File: src/rtl/hex_word_fetcher.sv
// Prefetches one memory word per hex-display slot ahead of the beam and swaps it into word_value.
// Optional miss counter: define HEX_FETCH_MISS_CNT_EN to add the miss_count port.
module hex_word_fetcher #(
  parameter int unsigned DATA_WIDTH          = 16,
  parameter int unsigned ADDR_WIDTH          = 8,
  parameter int unsigned HEX_START_X         = 64,
  parameter int unsigned HEX_PIXELS_PER_WORD = 40,
  parameter int unsigned HEX_WORDS_PER_LINE  = 8,
  parameter int unsigned LINE_HEIGHT         = 16,
  parameter int unsigned HEX_LINES           = 24,
  parameter int unsigned BASE_ADDR           = 0,
  parameter int unsigned H_VISIBLE           = 640,
  parameter int unsigned V_TOTAL             = 525
) (
  input  logic                  clk,
  input  logic                  resetN,
  input  logic [9:0]            pixel_x,
  input  logic [9:0]            pixel_y,
  output logic                  mem_rd_req,
  output logic [ADDR_WIDTH-1:0] mem_rd_addr,
  input  logic                  mem_rd_ack,
  input  logic [DATA_WIDTH-1:0] mem_rd_data,
  output logic [DATA_WIDTH-1:0] word_value,
  output logic                  fetch_miss
`ifdef HEX_FETCH_MISS_CNT_EN
  ,
  output logic [15:0]           miss_count
`endif
);

  localparam int unsigned HexRows = HEX_LINES * LINE_HEIGHT;
  localparam int unsigned SlotW   = $clog2(HEX_WORDS_PER_LINE + 1);

  localparam logic [1:0] StIdle  = 2'd0;
  localparam logic [1:0] StReq   = 2'd1;
  localparam logic [1:0] StReady = 2'd2;

  logic [1:0]            state_q;
  logic [DATA_WIDTH-1:0] next_buf_q;
  logic [SlotW-1:0]      slot_q;
  // active_q: slot 0 was fetched for the upcoming row, so swaps are armed
  logic                  active_q;
  logic                  pending_q;

  logic [9:0]  next_row;
  logic [31:0] swap_x;
  logic        swap;
  logic        row0_trig;
  logic        line_trig;

  function automatic logic [ADDR_WIDTH-1:0] word_addr(input logic [9:0]       row,
                                                      input logic [SlotW-1:0] slot);
    return ADDR_WIDTH'(BASE_ADDR + (32'(row) / LINE_HEIGHT) * HEX_WORDS_PER_LINE + 32'(slot));
  endfunction

  always_comb begin
    next_row  = (32'(pixel_y) + 32'd1 >= V_TOTAL) ? 10'd0 : pixel_y + 10'd1;
    swap_x    = HEX_START_X + 32'(slot_q) * HEX_PIXELS_PER_WORD - 32'd1;
    swap      = active_q && (32'(pixel_x) == swap_x);
    row0_trig = (32'(pixel_x) == H_VISIBLE) && (32'(next_row) < HexRows) && (state_q == StIdle);
    line_trig = pending_q && (state_q == StIdle);
  end

  always_ff @(posedge clk) begin
    if (!resetN) begin
      state_q     <= StIdle;
      mem_rd_req  <= 1'b0;
      mem_rd_addr <= '0;
      word_value  <= '0;
      next_buf_q  <= '0;
      fetch_miss  <= 1'b0;
      slot_q      <= '0;
      active_q    <= 1'b0;
      pending_q   <= 1'b0;
    end else begin
      fetch_miss <= 1'b0;
      pending_q  <= 1'b0;
      if (swap) begin
        case (state_q)
          StReady: word_value <= next_buf_q;
          StReq: begin
            if (mem_rd_ack) begin
              word_value <= mem_rd_data;
            end else begin
              word_value <= '0;
              fetch_miss <= 1'b1;
            end
          end
          default: begin
            word_value <= '0;
            fetch_miss <= 1'b1;
          end
        endcase
        // Any outstanding request is abandoned here and never retried
        state_q    <= StIdle;
        mem_rd_req <= 1'b0;
        if (32'(slot_q) < HEX_WORDS_PER_LINE - 1) begin
          slot_q    <= slot_q + SlotW'(1);
          pending_q <= 1'b1;
        end else begin
          active_q <= 1'b0;
        end
      end else if (row0_trig) begin
        state_q     <= StReq;
        mem_rd_req  <= 1'b1;
        mem_rd_addr <= word_addr(next_row, '0);
        slot_q      <= '0;
        active_q    <= 1'b1;
      end else if (line_trig) begin
        state_q     <= StReq;
        mem_rd_req  <= 1'b1;
        mem_rd_addr <= word_addr(pixel_y, slot_q);
      end else if ((state_q == StReq) && mem_rd_ack) begin
        state_q    <= StReady;
        mem_rd_req <= 1'b0;
        next_buf_q <= mem_rd_data;
      end
    end
  end

`ifdef HEX_FETCH_MISS_CNT_EN
  always_ff @(posedge clk) begin
    if (!resetN) begin
      miss_count <= '0;
    end else if (fetch_miss && (miss_count != 16'hFFFF)) begin
      miss_count <= miss_count + 16'd1;
    end
  end
`endif

endmodule
File: config.mk
export PLATFORM = sky130hd
export DESIGN_NAME = hex_word_fetcher
export DESIGN_NICKNAME = d
export VERILOG_FILES = /design/src/rtl/hex_word_fetcher.sv
export SDC_FILE = /design/constraint.sdc
export NUM_CORES = 1
export LEC_CHECK = 0
export ABC_CLOCK_PERIOD_IN_PS = 3650
export CAP_MARGIN = 20
export CORE_UTILIZATION = 23
export CTS_CLUSTER_DIAMETER = 40
export DETAILED_ROUTE_END_ITERATION = 8
export SLEW_MARGIN = 20
export SYNTH_ARGS = -nofsm -noshare
export SYNTH_HDL_FRONTEND = slang
export SYNTH_SLANG_ARGS = --single-unit
export TNS_END_PERCENT = 1
File: constraint.sdc
create_clock -name clk -period 3.65 [get_ports clk]
set_input_delay 0.73 -clock clk [delete_from_list [all_inputs] [get_ports clk]]
set_output_delay 0.73 -clock clk [all_outputs]
set_load 0.005 [all_outputs]
# After elaboration in Yosys (flattened, before gate mapping)
# Cells that the tools add are included.
[word_totals] output_inout_bits=26 latchBits=0 reg_bits=50 mem_count=0 rom_bits=0 in_bits=39 ramBits=0
[classes] bitwise=4 eq_ne=6 n_shift=0 mul=1 mux=20 add_sub_neg=6 n_reduce_logical=16 order_cmp=3 div_mod_pow=0
[op_table] operator="$eq A10 B32 Y1" n=1
[op_table] operator="$pmux W16 S2" n=1
[op_table] operator="$mux W16" n=1
[op_table] operator="$mux W8" n=2
[op_table] operator="$mux W4" n=3
[op_table] operator="$sub A11 B1 Y12 const B" n=1
[op_table] operator="$add A10 B1 Y11 const B" n=1
[op_table] operator="$add A7 B10 Y11 const A" n=1
[op_table] operator="$ge A11 B10 Y1 const B" n=1
[op_table] operator="$mux W1" n=11
[op_table] operator="$add A10 B1 Y10 const B" n=1
[op_table] operator="$eq A10 B10 Y1 const B" n=1
[op_table] operator="$lt A10 B9 Y1 const B" n=1
[op_table] operator="$mux W10" n=1
[op_table] operator="$add A8 B4 Y8" n=1
[op_table] operator="$reduce_and A2 Y1" n=4
[op_table] operator="$mul A4 B3 Y7 const B" n=1
[op_table] operator="$logic_and A1 B1 Y1" n=5
[op_table] operator="$add A4 B1 Y4 const B" n=1
[op_table] operator="$lt A4 B3 Y1 const B" n=1
[op_table] operator="$not A1 Y1" n=4
[op_table] operator="$reduce_and A4 Y1" n=1
[op_table] operator="$reduce_bool A2 Y1" n=2
[op_table] operator="$reduce_or A4 Y1" n=1
[op_table] operator="other kinds (8)" n=8

# Longest topological paths before layout
[depth] ltp_word=8 ltp_mapped=12 mapped_depth_nobuf=10

# Worst setup path before layout
# OpenSTA, ideal clock, no wires.
[synth_timing] path_kind="register to register" start="register slot_q[1]" end="register word_value[10]" arrival_ns=3.078 path_slack_ns=0.444 path_buffers=1 required_time_ns=3.522 path_stages_with_launch=12 setup_time_ns=0.128 cell_sequence="dfxtp_1 -> ha_1 -> ha_1 -> fa_1 -> o311ai_0 -> a211o_1 -> a21o_1 -> a2111oi_4 -> nor2_1 -> clkbuf_1 -> nand2_1 -> o21ai_0"
[synth_via] elab_chain_cells=5
[synth_lines] element="from (decl)" line_no="40" rtl="logic [SlotW-1:0] slot_q;"
[synth_lines] element="from (signal assigned)" line_no="98" rtl="slot_q <= slot_q + SlotW'(1);"
[synth_lines] element="$mul A4 B3 Y7" line_no="58" rtl="swap_x = HEX_START_X + 32'(slot_q) * HEX_PIXELS_PER_WORD - 32'd1;"
[synth_lines] element="$add A7 B10 Y11" line_no="58"
[synth_lines] element="$sub A11 B1 Y12" line_no="58"
[synth_lines] element="$eq A10 B32 Y1" line_no="59" rtl="swap = active_q && (32'(pixel_x) == swap_x);"
[synth_lines] element="$logic_and A1 B1 Y1" line_no="59"
[synth_lines] element="to (signal assigned)" line_no="80" rtl="StReady: word_value <= next_buf_q;"
[synth_lines] element="to (signal assigned)" line_no="83" rtl="word_value <= mem_rd_data;"
[synth_lines] element="to (decl)" line_no="23" rtl="output logic [DATA_WIDTH-1:0] word_value,"
# No other way between the ends.
# A chain may end at the register's enable or synchronous reset.

# Worst setup path after layout
[layout_timing] start="register slot_q[1]" end="register next_buf_q[10]"
[layout_via] elab_chain_cells=7
[layout_lines] element="$mul A4 B3 Y7" line_no="58"
[layout_lines] element="$add A7 B10 Y11" line_no="58"
[layout_lines] element="$sub A11 B1 Y12" line_no="58"
[layout_lines] element="$eq A10 B32 Y1" line_no="59"
[layout_lines] element="$logic_and A1 B1 Y1" line_no="59"
[layout_lines] element="$not A1 Y1 (no source line)"
[layout_lines] element="$reduce_and A4 Y1 (no source line)"
[layout_lines] element="to (signal assigned)" line_no="116" rtl="next_buf_q <= mem_rd_data;"
[layout_lines] element="to (decl)" line_no="39" rtl="logic [DATA_WIDTH-1:0] next_buf_q;"
# No other way between the ends.

==> flow_summary.toml <==
[status]
outcome = "completed"

[yosys]
ys.flop_type = "dfxtp_1"
synth_area_leaders = "dfxtp_1 (33%), a21oi_1 (6.1%), ha_1 (5.5%)"
synth_warnings = 0
ys_seq_area_share_pct = 33.2
syn-num-nets = 409
syn_avg_cell_area_um2 = 8.29
synth_edf_count = 0
async_reset_ff_share_pct = 0
synth_cells = 356
yosys_register_bits = 49
synth_area_mm2 = 0.00295
yosys.cell_types.count = 58
synth.top_cell.area_share_pct = 33.2
yosys.area.top_type = "dfxtp_1"

[detailed_routing]
wl_per_cell_um = 13.8
first_iter_violations = 193
first_pass_iters = 5
wl_mm = 8.24
viasPerCell = 4.90
ant_nets = 0
vias = 2923
drc = 0

[cts]
clk_pin_slew_ns = 0.07
cts-root-buf = "clkbuf_16"
clk_path_buf_depth = 2
h-tree-depth = 2
cts_tree = "yes"
post_cts_buffers = 0
ctsResizeCount = 0
hold_buffers = 0
clkLatencyLatePin_ns = 0.29
numClockSinks = 49
cts_made_buffers = 5

[sta]
tns_ns = 0
worst_pin_slew_ns = 0.850
finalSetupViolations = 0
min_period_over_period_pct = 93.1
grt_setup_unrepaired = "false"
hold_viol = 0
max_freq_mhz = 294
max_slew_margin_pct = 42.9
slew_violations = 0
skew_ns = 0.00862
min_period_ns = 3.40

[global_routing]
antenna_found_initial = 0
grt_pass1_vias = 2807
grt_overflow = 0
grt_use_total_pct = 12.7
grt_max_degree = 33
grt_first_pass_wirelength_mm = 13.6

[flow_run]
cap_violations = 0

[die]
die_y_um = 115
pin_count = 65
rows = 41
initial_core_util_pct = 23.5
dieWidth_um = 115
core-area_mm2 = 0.0126
die_area_mm2 = 0.0133

[worst_setup_path]
cp-start-kind = "flip-flop"
crit_path_end_kind = "flip-flop"
cp.required_ns = 3.86
arrival_ns = 3.61
crit_fanout = 16
critPathKind = "reg2reg"

[layout]
stdcell_count = 597
drive_gt1_share_pct = 9.65
diodes = 0
layout.nets = 477
areaGrowthSynthToFinish_pct = 35.8
fillers = 1306
multi_input_area_mm2 = 0.00182
final_common_cell = "clkdlybuf4s50_1"
regArea_um2 = 981
final_cell_mix = "clkdlybuf4s50_1 (64), dfxtp_1 (49), a21oi_1 (36)"

[pwr]
clkPwrFrac_pct = 40.6
ir_worst_vdd_mv = 0.156
combPwrFrac_pct = 11.1
switching_share_pct = 23.1
p_seq_share_pct = 48.3
power.switching_uw = 255
intPower_uw = 852
power_density_mw_per_mm2 = 276
leakage_nw = 1.41

[place]
gp_congestion = 0.841
io_buffers = 64
dpl.cell_count = 589
place_hpwl_mm = 6.27

[worst_hold_path]
hp-class = "reg2reg"
## routing by layer
| layer | vias up | global-route usage, % | wire, um |
|---|---|---|---|
| met4 | 0 | 3.03 | 29 |
| met3 | 2 | 2.00 | 355 |
| met5 | - | 0 | 0 |
| met2 | 81 | 21.1 | 3860 |
| met1 | 1377 | 17.2 | 4000 |
| li1 | 1463 | - | - |
## registers in the layout, indices dropped and copies added, names as in the netlist
| name | count |
|---|---|
| next_buf_q | 16 |
| word_value | 16 |
| mem_rd_addr | 8 |
| slot_q | 4 |
| active_q | 1 |
| fetch_miss | 1 |
| mem_rd_req | 1 |
| pending_q | 1 |
| state_q | 1 |
## power by group through the flow
stage | sequential (mW) | clock (mW) | combinational, mW
2_1_floorplan | 0.547 | 0 | 0.0481
3_3_place_gp | 0.547 | 0 | 0.121
3_5_place_dp | 0.547 | 0 | 0.122
4_1_cts | 0.534 | 0.461 | 0.123
5_1_grt | 0.534 | 0.482 | 0.133
6_report | 0.535 | 0.450 | 0.123
## layout make-up
cell class	instances	area share, %
flip-flops and latches	49	24.5
repair buffers	85	20.2
clock inverters	2	0.344
well taps	172	5.37
multi-input cells	273	45.4
clock buffers	6	3.22
inverters	10	0.937
## final timing paths
path	endpoint	startpoint	depth (start not counted)	slack [ns]
worst min register to register	word_value[0]$_SDFFE_PN0P_	word_value[0]$_SDFFE_PN0P_	2	0.46
worst min-delay path	word_value[0]$_SDFFE_PN0P_	word_value[0]$_SDFFE_PN0P_	2	0.46
worst max register to register	next_buf_q[10]$_SDFFE_PN0P_	slot_q[1]$_SDFFE_PN0P_	11	0.25
worst max-delay path	next_buf_q[10]$_SDFFE_PN0P_	slot_q[1]$_SDFFE_PN0P_	11	0.25
## synth_stat cells, types with 2 or more instances
| master | instances |
|---|---|
| ha_1 | 13 |
| o21ai_0 | 30 |
| and4_1 | 4 |
| and2_1 | 3 |
| nand2_1 | 29 |
| nand4_1 | 10 |
| or2_2 | 3 |
| nand2b_1 | 3 |
| a22oi_1 | 16 |
| or3_1 | 2 |
| xor2_1 | 8 |
| a31oi_1 | 4 |
| nor4_1 | 3 |
| o211a_1 | 2 |
| a21oi_1 | 36 |
| and3_1 | 4 |
| nor3_1 | 2 |
| xnor2_1 | 8 |
| clkbuf_1 | 16 |
| nor2_1 | 14 |
| a21o_1 | 3 |
| or4_1 | 2 |
| o21ai_1 | 9 |
| dfxtp_1 | 49 |
| nand3_1 | 30 |
| buf_6 | 2 |
| a211oi_1 | 5 |
| o32ai_1 | 2 |
| inv_1 | 10 |
| buf_2 | 6 |
## worst max-delay path, stage by stage (launching register included)
cell,delay [ns]
dfxtp_1,0.32
ha_1,0.29
ha_1,0.23
fa_1,0.55
o311ai_0,0.24
a211o_1,0.34
a21o_1,0.19
a2111oi_4,0.52
or4_1,0.24
buf_12,0.15
o21ai_0,0.08
a21oi_1,0.16
## cells by family after synthesis
logic type	count (synthesis)	synth area share, %
DFF	49	33.2
adders and majority gates	14	6.19
muxes	1	0.339
xor gates and xnor gates	17	5.56
AOI/OAI and AO/OA	123	27.2
buffers and inverters	34	5.09
and+or+nand+nor	118	22.3
## through the flow
step                      utilization, %  power, mW  area (um2)  setup slack, ns  hold WS (ns)
after floorplan                        -      0.595        2950            0.444         0.444
after global placement              30.7      0.668        3860            0.108         0.438
after detailed placement            30.7      0.669        3860           0.0495         0.449
after CTS                           31.9       1.12        4010            0.243         0.463
after global routing                31.9       1.15        4010          0.00371         0.481
final                               31.9       1.11        4010            0.253         0.456
No activity file was read; power rests on OpenSTA's default activity.
